`config.mk`:
```
export PLATFORM = sky130hd
export DESIGN_NAME = sar_seq_flat
export DESIGN_NICKNAME = d
export VERILOG_FILES = /design/src/rtl/sar_seq_if.sv /design/src/rtl/sar_seq.sv /design/src/flat_wrapper.sv
export SDC_FILE = /design/constraint.sdc
export NUM_CORES = 1
export LEC_CHECK = 0
export BUFFER_PORTS_ARGS = -buffer_cell sky130_fd_sc_hd__buf_4
export CORE_MARGIN = 3
export CORE_UTILIZATION = 60
export CTS_CLUSTER_DIAMETER = 100
export DETAILED_ROUTE_END_ITERATION = 6
export GPL_TIMING_DRIVEN = 0
export PLACE_DENSITY = 0.89
export SLEW_MARGIN = 20
export SYNTH_ARGS = -nofsm -noshare
export SYNTH_HDL_FRONTEND = slang
export SYNTH_SLANG_ARGS = --single-unit
```
`constraint.sdc`:
```
create_clock -name clk -period 3.8 [get_ports clk]
set_input_delay 0.95 -clock clk [delete_from_list [all_inputs] [get_ports clk]]
set_output_delay 0.95 -clock clk [all_outputs]
set_load 0.005 [all_outputs]
```
`src/rtl/sar_seq_if.sv`:
```
// sar_seq_if: the control/data bundle between the SAR sequencer and the
// analog front end it drives.
//   start, cont, chan_en, cmp     : requests and comparator, driven toward the sequencer
//   sh, ch_sel, dac               : analog control outputs (S/H switch, mux select, DAC code)
//   busy, result, result_ch,
//   result_valid                  : status and the tagged result strobe
// Modports: master = the side that drives the requests; slave = the sequencer.
interface sar_seq_if #(
    parameter int WIDTH = 8,
    parameter int NCH   = 4
);
    localparam int CHW = (NCH > 1) ? $clog2(NCH) : 1;

    logic             start;
    logic             cont;
    logic [NCH-1:0]   chan_en;
    logic             cmp;
    logic             sh;
    logic [CHW-1:0]   ch_sel;
    logic [WIDTH-1:0] dac;
    logic             busy;
    logic [WIDTH-1:0] result;
    logic [CHW-1:0]   result_ch;
    logic             result_valid;

    modport master (
        output start, cont, chan_en, cmp,
        input  sh, ch_sel, dac, busy, result, result_ch, result_valid
    );

    modport slave (
        input  start, cont, chan_en, cmp,
        output sh, ch_sel, dac, busy, result, result_ch, result_valid
    );
endinterface

```
`src/rtl/sar_seq.sv`:
```
// sar_seq: multi-channel SAR conversion sequencer.
// Samples the selected channel for SAMPLE_CYCLES, then resolves WIDTH bits
// MSB-first by binary search, holding each trial code SETTLE_CYCLES+1 cycles.
// Channels are picked round-robin from chan_en; cont keeps scanning.
// Ports:
//   clk, rst : clock, asynchronous active-high reset
//   bus      : sar_seq_if slave (start/cont/chan_en/cmp in; sh/ch_sel/dac/
//              busy/result/result_ch/result_valid out, all registered)
module sar_seq #(
    parameter int WIDTH         = 8,
    parameter int NCH           = 4,
    parameter int SAMPLE_CYCLES = 2,
    parameter int SETTLE_CYCLES = 1
) (
    input  logic     clk,
    input  logic     rst,
    sar_seq_if.slave bus
);
    localparam int CHW  = (NCH > 1) ? $clog2(NCH) : 1;
    localparam int BW   = $clog2(WIDTH);
    localparam int CMAX = (SAMPLE_CYCLES > SETTLE_CYCLES) ? SAMPLE_CYCLES : SETTLE_CYCLES;
    localparam int CW   = $clog2(CMAX + 1);
    localparam logic [WIDTH-1:0] ONE = WIDTH'(1);

    typedef enum logic [1:0] {IDLE, SAMPLE, CONV, DONE} state_t;

    state_t           state_q, state_d;
    logic [CHW-1:0]   ptr_q, ptr_d;
    logic [CHW-1:0]   ch_sel_q, ch_sel_d;
    logic [WIDTH-1:0] dac_q, dac_d;
    logic [BW-1:0]    bit_q, bit_d;
    logic [CW-1:0]    cnt_q, cnt_d;
    logic             sh_q, sh_d;
    logic             busy_q, busy_d;
    logic [WIDTH-1:0] result_q, result_d;
    logic [CHW-1:0]   result_ch_q, result_ch_d;
    logic             result_valid_q, result_valid_d;

    logic [WIDTH-1:0] kept;      // trial code after resolving the current bit
    logic [CHW-1:0]   next_ptr;  // round-robin pointer after the current channel

    // First enabled channel at or after p, searching upward with wrap.
    function automatic logic [CHW-1:0] pick(input logic [NCH-1:0] en, input logic [CHW-1:0] p);
        logic [CHW-1:0] sel;
        logic           found;
        int             idx;
        sel   = '0;
        found = 1'b0;
        for (int k = 0; k < NCH; k++) begin
            idx = int'(p) + k;
            if (idx >= NCH) idx = idx - NCH;
            if (!found && en[idx]) begin
                sel   = CHW'(idx);
                found = 1'b1;
            end
        end
        return sel;
    endfunction

    always_comb begin
        state_d        = state_q;
        ptr_d          = ptr_q;
        ch_sel_d       = ch_sel_q;
        dac_d          = dac_q;
        bit_d          = bit_q;
        cnt_d          = cnt_q;
        sh_d           = sh_q;
        busy_d         = busy_q;
        result_d       = result_q;
        result_ch_d    = result_ch_q;
        result_valid_d = 1'b0;
        kept           = bus.cmp ? dac_q : (dac_q & ~(ONE << bit_q));
        next_ptr       = (ch_sel_q == CHW'(NCH - 1)) ? '0 : CHW'(ch_sel_q + 1'b1);

        case (state_q)
            IDLE: begin
                sh_d   = 1'b0;
                dac_d  = '0;
                busy_d = 1'b0;
                // An empty mask drops the request rather than queueing it.
                if ((bus.start || bus.cont) && (|bus.chan_en)) begin
                    state_d  = SAMPLE;
                    ch_sel_d = pick(bus.chan_en, ptr_q);
                    sh_d     = 1'b1;
                    busy_d   = 1'b1;
                    cnt_d    = CW'(SAMPLE_CYCLES - 1);
                end
            end
            SAMPLE: begin
                if (cnt_q == '0) begin
                    state_d = CONV;
                    sh_d    = 1'b0;
                    bit_d   = BW'(WIDTH - 1);
                    dac_d   = ONE << (WIDTH - 1);
                    cnt_d   = CW'(SETTLE_CYCLES);
                end else begin
                    cnt_d = cnt_q - 1'b1;
                end
            end
            CONV: begin
                // cmp is only trusted on the last edge of the settle window.
                if (cnt_q == '0) begin
                    if (bit_q == '0) begin
                        state_d        = DONE;
                        dac_d          = kept;
                        result_d       = kept;
                        result_ch_d    = ch_sel_q;
                        result_valid_d = 1'b1;
                    end else begin
                        bit_d = bit_q - 1'b1;
                        dac_d = kept | (ONE << (bit_q - 1'b1));
                        cnt_d = CW'(SETTLE_CYCLES);
                    end
                end else begin
                    cnt_d = cnt_q - 1'b1;
                end
            end
            DONE: begin
                ptr_d = next_ptr;
                dac_d = '0;
                if (bus.cont && (|bus.chan_en)) begin
                    // Back-to-back: no idle cycle between conversions.
                    state_d  = SAMPLE;
                    ch_sel_d = pick(bus.chan_en, next_ptr);
                    sh_d     = 1'b1;
                    cnt_d    = CW'(SAMPLE_CYCLES - 1);
                end else begin
                    state_d = IDLE;
                    sh_d    = 1'b0;
                    busy_d  = 1'b0;
                end
            end
            default: state_d = IDLE;
        endcase
    end

    always_ff @(posedge clk or posedge rst) begin
        if (rst) begin
            state_q        <= IDLE;
            ptr_q          <= '0;
            ch_sel_q       <= '0;
            dac_q          <= '0;
            bit_q          <= '0;
            cnt_q          <= '0;
            sh_q           <= 1'b0;
            busy_q         <= 1'b0;
            result_q       <= '0;
            result_ch_q    <= '0;
            result_valid_q <= 1'b0;
        end else begin
            state_q        <= state_d;
            ptr_q          <= ptr_d;
            ch_sel_q       <= ch_sel_d;
            dac_q          <= dac_d;
            bit_q          <= bit_d;
            cnt_q          <= cnt_d;
            sh_q           <= sh_d;
            busy_q         <= busy_d;
            result_q       <= result_d;
            result_ch_q    <= result_ch_d;
            result_valid_q <= result_valid_d;
        end
    end

    assign bus.sh           = sh_q;
    assign bus.ch_sel       = ch_sel_q;
    assign bus.dac          = dac_q;
    assign bus.busy         = busy_q;
    assign bus.result       = result_q;
    assign bus.result_ch    = result_ch_q;
    assign bus.result_valid = result_valid_q;
endmodule

```
`src/flat_wrapper.sv`:
```
// flat-port wrapper written by rule: the top's interface ports become plain ports
module sar_seq_flat 
#(
    parameter int WIDTH         = 8,
    parameter int NCH           = 4,
    parameter int SAMPLE_CYCLES = 2,
    parameter int SETTLE_CYCLES = 1
)
  (clk, rst, bus_start, bus_cont, bus_chan_en, bus_cmp, bus_sh, bus_ch_sel, bus_dac, bus_busy, bus_result, bus_result_ch, bus_result_valid);
  sar_seq_if #(.WIDTH(WIDTH), .NCH(NCH)) bus_i ();
  input  logic clk;
  input  logic rst;
  input wire logic [$bits(bus_i.start)-1:0] bus_start;
  input wire logic [$bits(bus_i.cont)-1:0] bus_cont;
  input wire logic [$bits(bus_i.chan_en)-1:0] bus_chan_en;
  input wire logic [$bits(bus_i.cmp)-1:0] bus_cmp;
  output wire logic [$bits(bus_i.sh)-1:0] bus_sh;
  output wire logic [$bits(bus_i.ch_sel)-1:0] bus_ch_sel;
  output wire logic [$bits(bus_i.dac)-1:0] bus_dac;
  output wire logic [$bits(bus_i.busy)-1:0] bus_busy;
  output wire logic [$bits(bus_i.result)-1:0] bus_result;
  output wire logic [$bits(bus_i.result_ch)-1:0] bus_result_ch;
  output wire logic [$bits(bus_i.result_valid)-1:0] bus_result_valid;
  assign bus_i.start = bus_start;
  assign bus_i.cont = bus_cont;
  assign bus_i.chan_en = bus_chan_en;
  assign bus_i.cmp = bus_cmp;
  assign bus_sh = bus_i.sh;
  assign bus_ch_sel = bus_i.ch_sel;
  assign bus_dac = bus_i.dac;
  assign bus_busy = bus_i.busy;
  assign bus_result = bus_i.result;
  assign bus_result_ch = bus_i.result_ch;
  assign bus_result_valid = bus_i.result_valid;
  sar_seq #(.WIDTH(WIDTH), .NCH(NCH), .SAMPLE_CYCLES(SAMPLE_CYCLES), .SETTLE_CYCLES(SETTLE_CYCLES)) u_core (.clk(clk), .rst(rst), .bus(bus_i));
endmodule
```
==> results of run 1 <==
==> area by class of cell <==
| class | count | area share, % |
|---|---|---|
| flip-flops and latches | 32 | 35.2 |
| repair buffers | 29 | 9.58 |
| plain buffers | 9 | 2.48 |
| inverters | 17 | 2.81 |
| well taps | 42 | 2.31 |
| multi-input cells | 144 | 44.2 |
| clock inverters | 2 | 1.54 |
| clock buffers | 6 | 1.82 |
==> worst min-delay path, cell delays in order (launching register included) <==
cell and delay [ns]:
sky130_fd_sc_hd__dfrtp_1 0.36, sky130_fd_sc_hd__nand2_1 0.05, sky130_fd_sc_hd__nand2_1 0.05
==> cells in the mapped netlist, types with 4 or more instances <==
library cell / instances
sky130_fd_sc_hd__ha_1: 14
sky130_fd_sc_hd__o31ai_1: 6
sky130_fd_sc_hd__nand3_1: 5
sky130_fd_sc_hd__nor2b_1: 5
sky130_fd_sc_hd__a22o_1: 4
sky130_fd_sc_hd__nor2_1: 8
sky130_fd_sc_hd__o21ai_0: 13
sky130_fd_sc_hd__dfrtp_1: 32
sky130_fd_sc_hd__inv_1: 17
sky130_fd_sc_hd__a21oi_1: 8
sky130_fd_sc_hd__nand2_1: 27
==> sequential cells by signal (all words and copies together), names as in the netlist <==
register / flops
u_core.bus.dac: 8
u_core.bus.result: 8
u_core.bit_q: 3
u_core.bus.ch_sel: 2
u_core.bus.result_ch: 2
u_core.cnt_q: 2
u_core.ptr_q: 2
u_core.state_q: 2
u_core.bus.busy: 1
u_core.bus.result_valid: 1
u_core.bus.sh: 1
==> power groups by stage <==
stage                     Clock [mW]  Combinational, mW  Sequential, mW
after detailed placement           0              0.820           0.539
after global routing           0.278              0.937           0.550
after floorplan                    0              0.591           0.521
after global placement             0              0.785           0.528
after CTS                      0.261              0.829           0.532
final                          0.258              0.832           0.533
==> per-stage QoR <==
stage                     setup WS [ns]  utilization [%]  power [mW]
after floorplan                    1.64                -        1.11
after global placement             1.60             75.8        1.31
after detailed placement           1.57             75.8        1.36
after CTS                          1.58             78.4        1.62
after global routing               1.46             78.4        1.77
final                              1.56             78.4        1.62
==> kinds of logic after synthesis <==
| group | share of synthesized area (%) |
|---|---|
| AOI/OAI and AO/OA | 24.1 |
| and+or+nand+nor | 15.5 |
| DFF | 41.6 |
| buffers and inverters | 6.23 |
| adders and majority gates | 9.09 |
| muxes | 3.57 |
==> worst max-delay path by stage <==
| stage | endpoint | slack, ns | cells past startpoint |
|---|---|---|---|
| 6_report | u_core.bus.dac[0] | 1.56 | 7 |
| 5_1_grt | u_core.bus.dac[0] | 1.46 | 7 |
| 4_1_cts | u_core.bus.dac[0] | 1.58 | 7 |
| 3_5_place_dp | u_core.state_q[1] | 1.57 | 5 |
| 3_3_place_gp | u_core.cnt_q[0] | 1.60 | 5 |
| 2_1_floorplan | u_core.cnt_q[0] | 1.64 | 5 |
==> layer usage <==
layer  wire, um  vias to the layer above  track usage (%)
li1           -                      791                -
met1       1820                      785             30.0
met2       2020                       79             37.5
met3        344                       14             5.76
met4        104                        0             11.6
met5          0                        -                0
==> layout by cell type (no fill, tap or decap), types with 2 or more instances in the layout <==
| master | count |
|---|---|
| sky130_fd_sc_hd__nand3_1 | 5 |
| sky130_fd_sc_hd__buf_2 | 2 |
| sky130_fd_sc_hd__a32o_1 | 2 |
| sky130_fd_sc_hd__mux2i_1 | 2 |
| sky130_fd_sc_hd__a22o_1 | 4 |
| sky130_fd_sc_hd__a21bo_2 | 3 |
| sky130_fd_sc_hd__a21o_1 | 3 |
| sky130_fd_sc_hd__inv_1 | 16 |
| sky130_fd_sc_hd__buf_4 | 30 |
| sky130_fd_sc_hd__and2_1 | 3 |
| sky130_fd_sc_hd__ha_1 | 14 |
| sky130_fd_sc_hd__a21oi_1 | 8 |
| sky130_fd_sc_hd__mux2_2 | 3 |
| sky130_fd_sc_hd__o21ai_0 | 13 |
| sky130_fd_sc_hd__a31oi_1 | 3 |
| sky130_fd_sc_hd__o21ai_2 | 2 |
| sky130_fd_sc_hd__nand2_1 | 27 |
| sky130_fd_sc_hd__nand3b_1 | 2 |
| sky130_fd_sc_hd__dfrtp_1 | 32 |
| sky130_fd_sc_hd__clkbuf_4 | 5 |
| sky130_fd_sc_hd__o31ai_1 | 6 |
| sky130_fd_sc_hd__nor2b_1 | 5 |
| sky130_fd_sc_hd__buf_6 | 2 |
| sky130_fd_sc_hd__nor2_1 | 8 |
| sky130_fd_sc_hd__o211ai_1 | 2 |
| sky130_fd_sc_hd__clkbuf_1 | 4 |
| sky130_fd_sc_hd__nor4_1 | 2 |
| sky130_fd_sc_hd__nand2b_1 | 2 |
| sky130_fd_sc_hd__a41oi_1 | 2 |
==> impl_results.md, run 1 <==
* Worst path most repeated cell: sky130_fd_sc_hd__inv_1
* Area after DPL at 2200 um2
* Highest net fanout along the worst path at 8
* Instance count of the mapped netlist at around 200
* Deepest clock path buffer count at 2
* Crit path cell chain: inv_1, ha_1, buf_4, inv_1, nor4_1, o21ai_0, a21oi_1
* Clock slew at reported path FFs at 0.10 ns
* Count of placed standard cells including taps at approximately 270
* CTS sink count at 32
* CP arrival at between 2 and 3 ns
* Root cell of the clock tree: sky130_fd_sc_hd__clkbuf_4
* Worst Setup Start Kind: flip-flop
* Fmax achieved at approximately 450 MHz
* Largest delay contributor family on the critical path: simple AND/OR/NAND/NOR gates
* DRC violations left at 0
* Post-CTS Setup Repair Bufs at 0
* Drt initial violations at 136
* Initial Utilization at 66.4%
* Portion of the clock cycle consumed by the worst path in the final layout at around 59%
* Source of the worst hold timing path: u_core.bus.result[5]
* Launch instance of the worst register-to-register path: u_core.state_q[0]
* Nets in the synthesized netlist at 225
* Number of iterations in the first detailed-routing pass at 4
* IO Count at 32
* Number of failing hold endpoints at the final stage at 0
* Multi-input gate area in the final layout at just over 1000 um2
* Resize count post-CTS at 0
* Combinational share of power at 51.3%
* ANT nets after route at 0
* WHS Path Cells at 2
* Proportion of register bits with asynchronous set or reset after synthesis at 100%
* Buffers and inverters on the worst path at 3
* Sequential share of power at 32.8%
* Initial antenna violation count at 0
* Net count, final at around 260
* Path class of the lowest-slack min-delay path: reg2reg
* Vias per inst at 5.94
* Worst Reg2Reg Path Length in Cells at 7
* Final Setup Violations at 0
* Total via count in the routed design at 1,669
* Std cell rows at 19
* Part of the total power dissipated in the clock network at 15.9%
* Number of buffers added by the clock tree synthesis step at 5
* Setup slack of the most critical reg-to-reg path at approximately 1.6 ns
* Largest net degree at the start of global routing at 33
* H-tree Lvls at 2
* HPWL Detailed at 3170 um
* TritonCTS clock tree: built
* Number of unique standard cell types used by synthesis at 52
* GRT Overall Usage at 23.6%
* Register Area at 801 um2
* Synth Warn # at 0
* Switching Power at between 0.6 and 0.7 mW
* First-pass GRT wire length at 7330 um
* Area share of the leading cell type in the synthesized netlist at 41.6%
* Setup repair after global routing missed its margin: false
* Max-Cap Viols at 0
* Routed Wire Length at about 4300 um
* Critical Path RT at about 4 ns
* Nature of the critical path endpoint: flip-flop
* Fraction of final layout cells with drive strength greater than 1 at 23.8%
* Floorplan core area at 2900 um2
* Final setup TNS at 0 ns
* Peak ir drop on the vdd network at around 0.6 mV
* Register bit count reported by yosys at 32
* Total grt overflow at 0
* Chip width at 62.7 um
* Sequential share of the synthesized area at between 40% and 50%
* Top FF cell, synth: sky130_fd_sc_hd__dfrtp_1
* Top cells by area in the synthesized netlist: sky130_fd_sc_hd__dfrtp_1 (42%), sky130_fd_sc_hd__ha_1 (9.1%), sky130_fd_sc_hd__nand2_1 (5.3%)
* Design area at around 2300 um2
* Cell accounting for the most synthesized area: sky130_fd_sc_hd__dfrtp_1
* Hold slack final at 0.493 ns
* Outcome: complete, no violations
* Die extent in y at 62.7 um
* Clk_skew at 0.00606 ns
* Net Sw Frac at 41.0%
* Via count of the first global-routing pass at approximately 1,600
* Number of buffers inserted for hold repair after clock tree synthesis at 0
* Overall die area at 3930 um2
* CP max-delay cell: sky130_fd_sc_hd__nor4_1
* Delay of the slowest critical-path stage at just over 0.8 ns
* Final GP Congestion at 0.871
* Total power divided by cell area at 714 nW/um2
* Endpoint with the worst hold slack: u_core.bus.result[5]
* Clock latency on the worst-skew pair at 0.35 ns
* Total of buffers placed on input and output ports at 29
* Type of the worst setup path: reg2reg
* Worst-case headroom to the max-slew limit at 36.5%
* Area growth, synth to finish at 18.0%
* Average wire per cell in the routed design at 15.3 um
* First element of the critical path: u_core.state_q[0]
* Worst r2r dst: u_core.bus.dac[0]
* Number of standard cells in the layout, taps in and fillers out at 281
* EDFF count, synth at 0
* Final worst path period need at 2.24 ns
* Average cell area after synthesis at roughly 9.5 um2
* Leakage power summed over all cells at 1.10 nW
* Pins over their slew limit at 0
* Post-synthesis instance area at 1930 um2
* Diodes inserted at 0
* Tightest Pin Transition at 0.944 ns
* Internal power contribution at 0.959 mW
* Fill cell total of the finished layout at between 150 and 200
Power figures use the tool's default switching activity.
==> run 2, diff against run 1 <==
--- a/config.mk
+++ b/config.mk
@@ -7,11 +7,11 @@
 export LEC_CHECK = 0
 export BUFFER_PORTS_ARGS = -buffer_cell sky130_fd_sc_hd__buf_4
 export CORE_MARGIN = 3
-export CORE_UTILIZATION = 60
+export CORE_UTILIZATION = 56
 export CTS_CLUSTER_DIAMETER = 100
 export DETAILED_ROUTE_END_ITERATION = 6
 export GPL_TIMING_DRIVEN = 0
-export PLACE_DENSITY = 0.89
+export PLACE_DENSITY = 0.84
 export SLEW_MARGIN = 20
 export SYNTH_ARGS = -nofsm -noshare
 export SYNTH_HDL_FRONTEND = slang
==> constraint.sdc (replaced) <==
create_clock -name clk -period 2.1 [get_ports clk]
set_input_delay 0.525 -clock clk [delete_from_list [all_inputs] [get_ports clk]]
set_output_delay 0.525 -clock clk [all_outputs]
set_load 0.005 [all_outputs]
==> impl_results.md, run 2 (synthesis gave the netlist of run 1 again) <==
* Final worst path period need at 1.91 ns (-0.334 ns)
* Worst Setup Start Kind: flip-flop
* Total via count in the routed design at 1,615 (-3.2%)
* Drt initial violations at 162 (+19%)
* IO Count at 32 (unchanged)
* Largest net degree at the start of global routing at 33 (unchanged)
* Number of buffers added by the clock tree synthesis step at 5 (unchanged)
* TritonCTS clock tree: built
* Area growth, synth to finish at 19.9%
* CTS sink count at 32 (unchanged)
* Total grt overflow at 0 (unchanged)
* ANT nets after route at 0 (unchanged)
* Max-Cap Viols at 0 (unchanged)
* Area after DPL at 2200 um2 (+0.11%)
* Fraction of final layout cells with drive strength greater than 1 at 26.8% (+2.9 points)
* Clk_skew at 0.0103 ns (+0.00419 ns)
* Chip width at 64.7 um (+3.2%)
* Clock slew at reported path FFs at 0.11 ns (about the same)
* Outcome: complete, no violations
* CP arrival at 2.15 ns (-0.37 ns)
* Root cell of the clock tree: sky130_fd_sc_hd__clkbuf_4
* Std cell rows at 20 (+1)
* Buffers and inverters on the worst path at 1 (-2)
* Net count, final at 261 (unchanged)
* PnR Total Power at 2.95 mW (+82%)
* Peak ir drop on the vdd network at 0.964 mV (+58%)
* Delay of the slowest critical-path stage at 0.45 ns (-0.36 ns)
* Fill cell total of the finished layout at 241 (+22%)
* Final GP Congestion at 0.893 (+2.5%)
* Diodes inserted at 0 (unchanged)
* Initial antenna violation count at 0 (unchanged)
* Number of iterations in the first detailed-routing pass at 4 (unchanged)
* Leakage power summed over all cells at 1.11 nW (+0.44%)
* Deepest clock path buffer count at 2 (unchanged)
* DRC violations left at 0 (unchanged)
* Fmax achieved at 524 MHz (+18%)
* Design area at 2310 um2 (+1.6%)
* Total power divided by cell area at 1280 nW/um2 (+79%)
* Tightest Pin Transition at 0.647 ns (-0.298 ns)
* H-tree Lvls at 2 (unchanged)
* Routed Wire Length at 3940 um (-8.1%)
* Worst-case headroom to the max-slew limit at 56.8% (+20 points)
* Clock latency on the worst-skew pair at 0.35 ns (about the same)
* Commonest non-fill, non-tap cells in the layout: sky130_fd_sc_hd__dfrtp_1 (32), sky130_fd_sc_hd__buf_4 (30), sky130_fd_sc_hd__nand2_1 (27)
* Total of buffers placed on input and output ports at 29 (unchanged)
* Largest delay contributor family on the critical path: compound AO/OA/AOI/OAI gates
* Portion of the clock cycle consumed by the worst path in the final layout at 90.8% (+32 points)
* Die extent in y at 64.7 um (+3.2%)
* Vias per inst at 5.71 (-3.9%)
* Number of failing hold endpoints at the final stage at 0 (unchanged)
* Pins over their slew limit at 0 (unchanged)
* Type of the worst setup path: reg2reg
* Crit path cell chain: inv_1, ha_1, or3b_1, o221ai_2, o21ai_1, o22a_1
* CP max-delay cell: sky130_fd_sc_hd__dfrtp_1
* Highest net fanout along the worst path at 6 (-2)
* Via count of the first global-routing pass at 1,479 (-8.4%)
* Setup repair after global routing missed its margin: false
* Critical Path RT at 2.34 ns (-1.74 ns)
* Average wire per cell in the routed design at 13.9 um (-8.8%)
* Overall die area at 4180 um2 (+6.5%)
* GRT Overall Usage at 20.7% (-2.9 points)
* Initial Utilization at 60.6% (-5.8 points)
* Most common cell after layout, fill and taps aside: sky130_fd_sc_hd__dfrtp_1
* Nature of the critical path endpoint: flip-flop
* Number of buffers inserted for hold repair after clock tree synthesis at 0 (unchanged)
* Path class of the lowest-slack min-delay path: in2async
* HPWL Detailed at 2850 um (-10%)
* Final Setup Violations at 0 (unchanged)
* Floorplan core area at 3180 um2 (+9.6%)
* First-pass GRT wire length at 6760 um (-7.9%)
[run 2: per-layer routing]
layer | up-vias | global-route usage (%) | routed length [um]
li1 | 796 | - | -
met1 | 774 | 29.6 | 1920
met4 | 0 | 6.07 | 29
met3 | 5 | 5.37 | 191
met5 | - | 0 | 0
met2 | 40 | 30.9 | 1800
[run 2: area by class of cell]
cell class	count	area, um2	area share [%]
tap	44	55.1	2.38
buffer	9	57.6	2.49
timing repair buffer	29	218	9.43
clock buffer	5	37.5	1.63
sequential	32	801	34.7
clock inverter	3	42.5	1.84
multi-input combinational	144	1030	44.8
inverter	17	63.8	2.76
[run 2: worst paths after layout]
| path | endpoint | depth (start not counted) | from | slack [ns] |
|---|---|---|---|---|
| max | u_core.bus.ch_sel[0] | 6 | u_core.state_q[0] | 0.19 |
| min | u_core.bus.ch_sel[0] | 2 | rst | 0.26 |
| max reg2reg | u_core.bus.ch_sel[0] | 6 | u_core.state_q[0] | 0.19 |
| min reg2reg | u_core.bus.result[4] | 2 | u_core.bus.result[4] | 0.49 |
| max in group asynchronous | u_core.bus.result[4] | 2 | rst | 1.41 |
| min in group clk | u_core.bus.result[4] | 2 | u_core.bus.result[4] | 0.49 |
[run 2: where the power goes]
group | total, mW | switching, mW | internal, mW
clock network | 0.486 | 0.238 | 0.248
logic | 1.50 | 0.789 | 0.714
registers | 0.962 | 0.176 | 0.786
total | 2.95 | 1.20 | 1.75
[run 2: stage by stage]
stage	util [%]	hold WS, ns	cells	setup slack (ns)	setup TNS (ns)
after detailed placement	69.2	0.466	275	-0.0368	-0.0634
final	72.7	0.263	283	0.193	0
after floorplan	-	0.463	202	0.363	0
after global routing	72.7	0.316	283	0.0184	0
after global placement	69.2	0.453	275	-0.0301	-0.0301
after CTS	72.1	0.303	283	0.0121	0
[run 2: what timing repair did]
| item | in CTS | in global routing |
|---|---|---|
| pin swaps | 0 | 0 |
| setup endpoints to repair | 5 | 15 |
| resized for setup | 3 | 5 |
| buffers inserted | 0 | 0 |
==> run 3, diff against run 2 <==
--- a/config.mk
+++ b/config.mk
@@ -8,6 +8,7 @@
 export BUFFER_PORTS_ARGS = -buffer_cell sky130_fd_sc_hd__buf_4
 export CORE_MARGIN = 3
 export CORE_UTILIZATION = 56
+export CTS_BUF_LIST = sky130_fd_sc_hd__clkbuf_16
 export CTS_CLUSTER_DIAMETER = 100
 export DETAILED_ROUTE_END_ITERATION = 6
 export GPL_TIMING_DRIVEN = 0
==> impl_results.md, run 3 (synthesis gave the netlist of run 1 again) <==
* TritonCTS clock tree: built
* Std cell rows at 20 (unchanged)
* Routed length on met3 at 205 um (+7.3%)
* Peak ir drop on the vdd network at 0.941 mV (-2.4%)
* Number of standard cells in the layout, taps in and fillers out at 283 (unchanged)
* Clk_skew at 0.00296 ns (-0.00729 ns)
* Diodes inserted at 0 (unchanged)
* Pins over their slew limit at 0 (unchanged)
* Worst Setup Start Kind: flip-flop
* Chip width at 64.7 um (unchanged)
* Wire length on met1 at 2000 um (+4.4%)
* Setup repair after global routing missed its margin: false
* CP arrival at 2.11 ns (-0.04 ns)
* Leakage power summed over all cells at 1.15 nW (+3.7%)
* HPWL Detailed at 2850 um (unchanged)
* ANT nets after route at 0 (unchanged)
* Portion of the clock cycle consumed by the worst path in the final layout at 92.9% (+2.2 points)
* Area after DPL at 2200 um2 (unchanged)
* Fraction of final layout cells with drive strength greater than 1 at 26.4% (-0.42 points)
* Root cell of the clock tree: sky130_fd_sc_hd__clkbuf_16
* CP max-delay cell: sky130_fd_sc_hd__dfrtp_1
* Fill cell total of the finished layout at 230 (-4.6%)
* Average wire per cell in the routed design at 14.7 um (+5.9%)
* DRC violations left at 0 (unchanged)
* First-pass GRT wire length at 7180 um (+6.2%)
* IO Count at 32 (unchanged)
* Vias per inst at 5.75 (+0.68%)
* Final GP Congestion at 0.893 (unchanged)
* Post-CTS Setup Repair Bufs at 0 (unchanged)
* Number of buffers added by the clock tree synthesis step at 5 (unchanged)
* Outcome: complete, no violations
* Delay of the slowest critical-path stage at 0.42 ns (-0.03 ns)
* Worst-case headroom to the max-slew limit at 55.6% (-1.3 points)
* Max-Cap Viols at 0 (unchanged)
* Clock slew at reported path FFs at 0.05 ns (-0.06 ns)
* Net Sw Frac at 37.7% (-3.1 points)
* Most common cell after layout, fill and taps aside: sky130_fd_sc_hd__dfrtp_1
* Overall die area at 4180 um2 (unchanged)
* Commonest non-fill, non-tap cells in the layout: sky130_fd_sc_hd__dfrtp_1 (32), sky130_fd_sc_hd__buf_4 (30), sky130_fd_sc_hd__nand2_1 (27)
* Part of the total power dissipated in the clock network at 25.0% (+8.5 points)
* Internal power contribution at 2.06 mW (+18%)
* Drt initial violations at 151 (-6.8%)
* Post-route setup slack at 0.148 ns (-0.0452 ns)
* Sequential share of power at 29.3% (-3.3 points)
* Setup slack after placement at -0.0368 ns (unchanged)
* Worst path most repeated cell: sky130_fd_sc_hd__inv_1
* Final worst path period need at 1.95 ns (+0.0452 ns)
* Initial Utilization at 60.6% (unchanged)
* Nature of the critical path endpoint: flip-flop
* Fmax achieved at 512 MHz (-2.3%)
* Number of buffers inserted for hold repair after clock tree synthesis at 0 (unchanged)
* Switching Power at 1.25 mW (+3.7%)
* Design area at 2400 um2 (+3.8%)
* Initial antenna violation count at 0 (unchanged)
* Count of placed standard cells including taps at 275 (unchanged)
* Total of buffers placed on input and output ports at 29 (unchanged)
* Routed Wire Length at 4170 um (+5.9%)
* Net count, final at 261 (unchanged)
* Type of the worst setup path: reg2reg
* Area growth, synth to finish at 24.4%
* Via count of the first global-routing pass at 1,467 (-0.81%)
* H-tree Lvls at 2 (unchanged)
* Tightest Pin Transition at 0.666 ns (+0.0189 ns)
* Met2 wire len at 1910 um (+6.2%)
* Total via count in the routed design at 1,626 (+0.68%)
* Worst Reg2Reg Path Length in Cells at 7 (+1)
* Number of failing hold endpoints at the final stage at 0 (unchanged)
* Path class of the lowest-slack min-delay path: in2async
* Total grt overflow at 0 (unchanged)
* Top routing layer in use: met4
* Critical Path RT at 2.26 ns (-0.08 ns)
* CTS sink count at 32 (unchanged)
* Highest net fanout along the worst path at 7 (+1)
* Number of iterations in the first detailed-routing pass at 4 (unchanged)
* Combinational share of power at 45.7% (-5.2 points)
* Largest net degree at the start of global routing at 33 (unchanged)
* Total power divided by cell area at 1380 nW/um2 (+8.0%)
* Clock latency on the worst-skew pair at 0.28 ns (-0.07 ns)
* Final Setup Violations at 0 (unchanged)
* Deepest clock path buffer count at 2 (unchanged)
* Floorplan core area at 3180 um2 (unchanged)
* Die extent in y at 64.7 um (unchanged)
* Crit path cell chain: inv_1, ha_1, nor2b_2, nand3_2, inv_1, a21oi_1, mux2_4
* GRT Overall Usage at 22.5% (+1.7 points)
run 3: repair_timing:
| action | in CTS | in global routing |
|---|---|---|
| pin swaps | 0 | 0 |
| setup endpoints to repair | 5 | 16 |
| resized for setup | 2 | 5 |
| gates cloned | 0 | 0 |
run 3: final timing paths:
| check | start | endpoint | slack [ns] |
|---|---|---|---|
| setup reg to reg | u_core.bit_q[0] | u_core.cnt_q[0] | 0.15 |
| hold reg to reg | u_core.bus.result[1] | u_core.bus.result[1] | 0.47 |
| setup / recovery | u_core.bit_q[0] | u_core.cnt_q[0] | 0.15 |
| hold / removal | rst | u_core.bus.ch_sel[0] | 0.35 |
| min in group clk | u_core.bus.result[1] | u_core.bus.result[1] | 0.47 |
| max in group asynchronous | rst | u_core.bit_q[0] | 1.32 |
run 3: routing by layer:
metal / vias up / track usage, %
met5: - / 0
met2: 43 / 33.2
met1: 780 / 31.8
met4: 0 / 8.71
met3: 5 / 5.20
li1: 798 / -
run 3: worst max-delay path: cells and delay by family, from the launching register on:
kind	cells	cell delay [ns]
simple gates	2	0.47
flops	1	0.42
buf+inv	2	0.38
mux	1	0.27
fa+ha+maj	1	0.22
compound gates	1	0.07
run 3: power by group through the flow:
stage | Clock, mW | Sequential (mW) | Combinational (mW)
finish | 0.827 | 0.969 | 1.51
global placement | 0 | 0.966 | 1.42
CTS | 0.839 | 0.964 | 1.47
detailed placement | 0 | 0.970 | 1.44
floorplan | 0 | 0.943 | 1.07
global route | 0.868 | 1.00 | 1.68
run 3: final cells by class:
type | count | area, um2 | area share, %
buffer | 9 | 57.6 | 2.40
clock buffer | 5 | 125 | 5.22
clock inverter | 3 | 42.5 | 1.77
inverter | 17 | 63.8 | 2.66
multi-input combinational | 144 | 1030 | 43.2
sequential | 32 | 801 | 33.4
tap | 44 | 55.1 | 2.30
timing repair buffer | 29 | 218 | 9.08
run 3: per-stage QoR:
stage                     setup TNS [ns]  utilization (%)  power [mW]  hold slack [ns]
after detailed placement         -0.0634             69.2        2.41            0.466
after floorplan                        0                -        2.01            0.463
after CTS                              0             74.8        3.27            0.373
after global placement           -0.0301             69.2        2.38            0.453
after global routing                   0             75.4        3.55            0.400
final                                  0             75.4        3.31            0.349
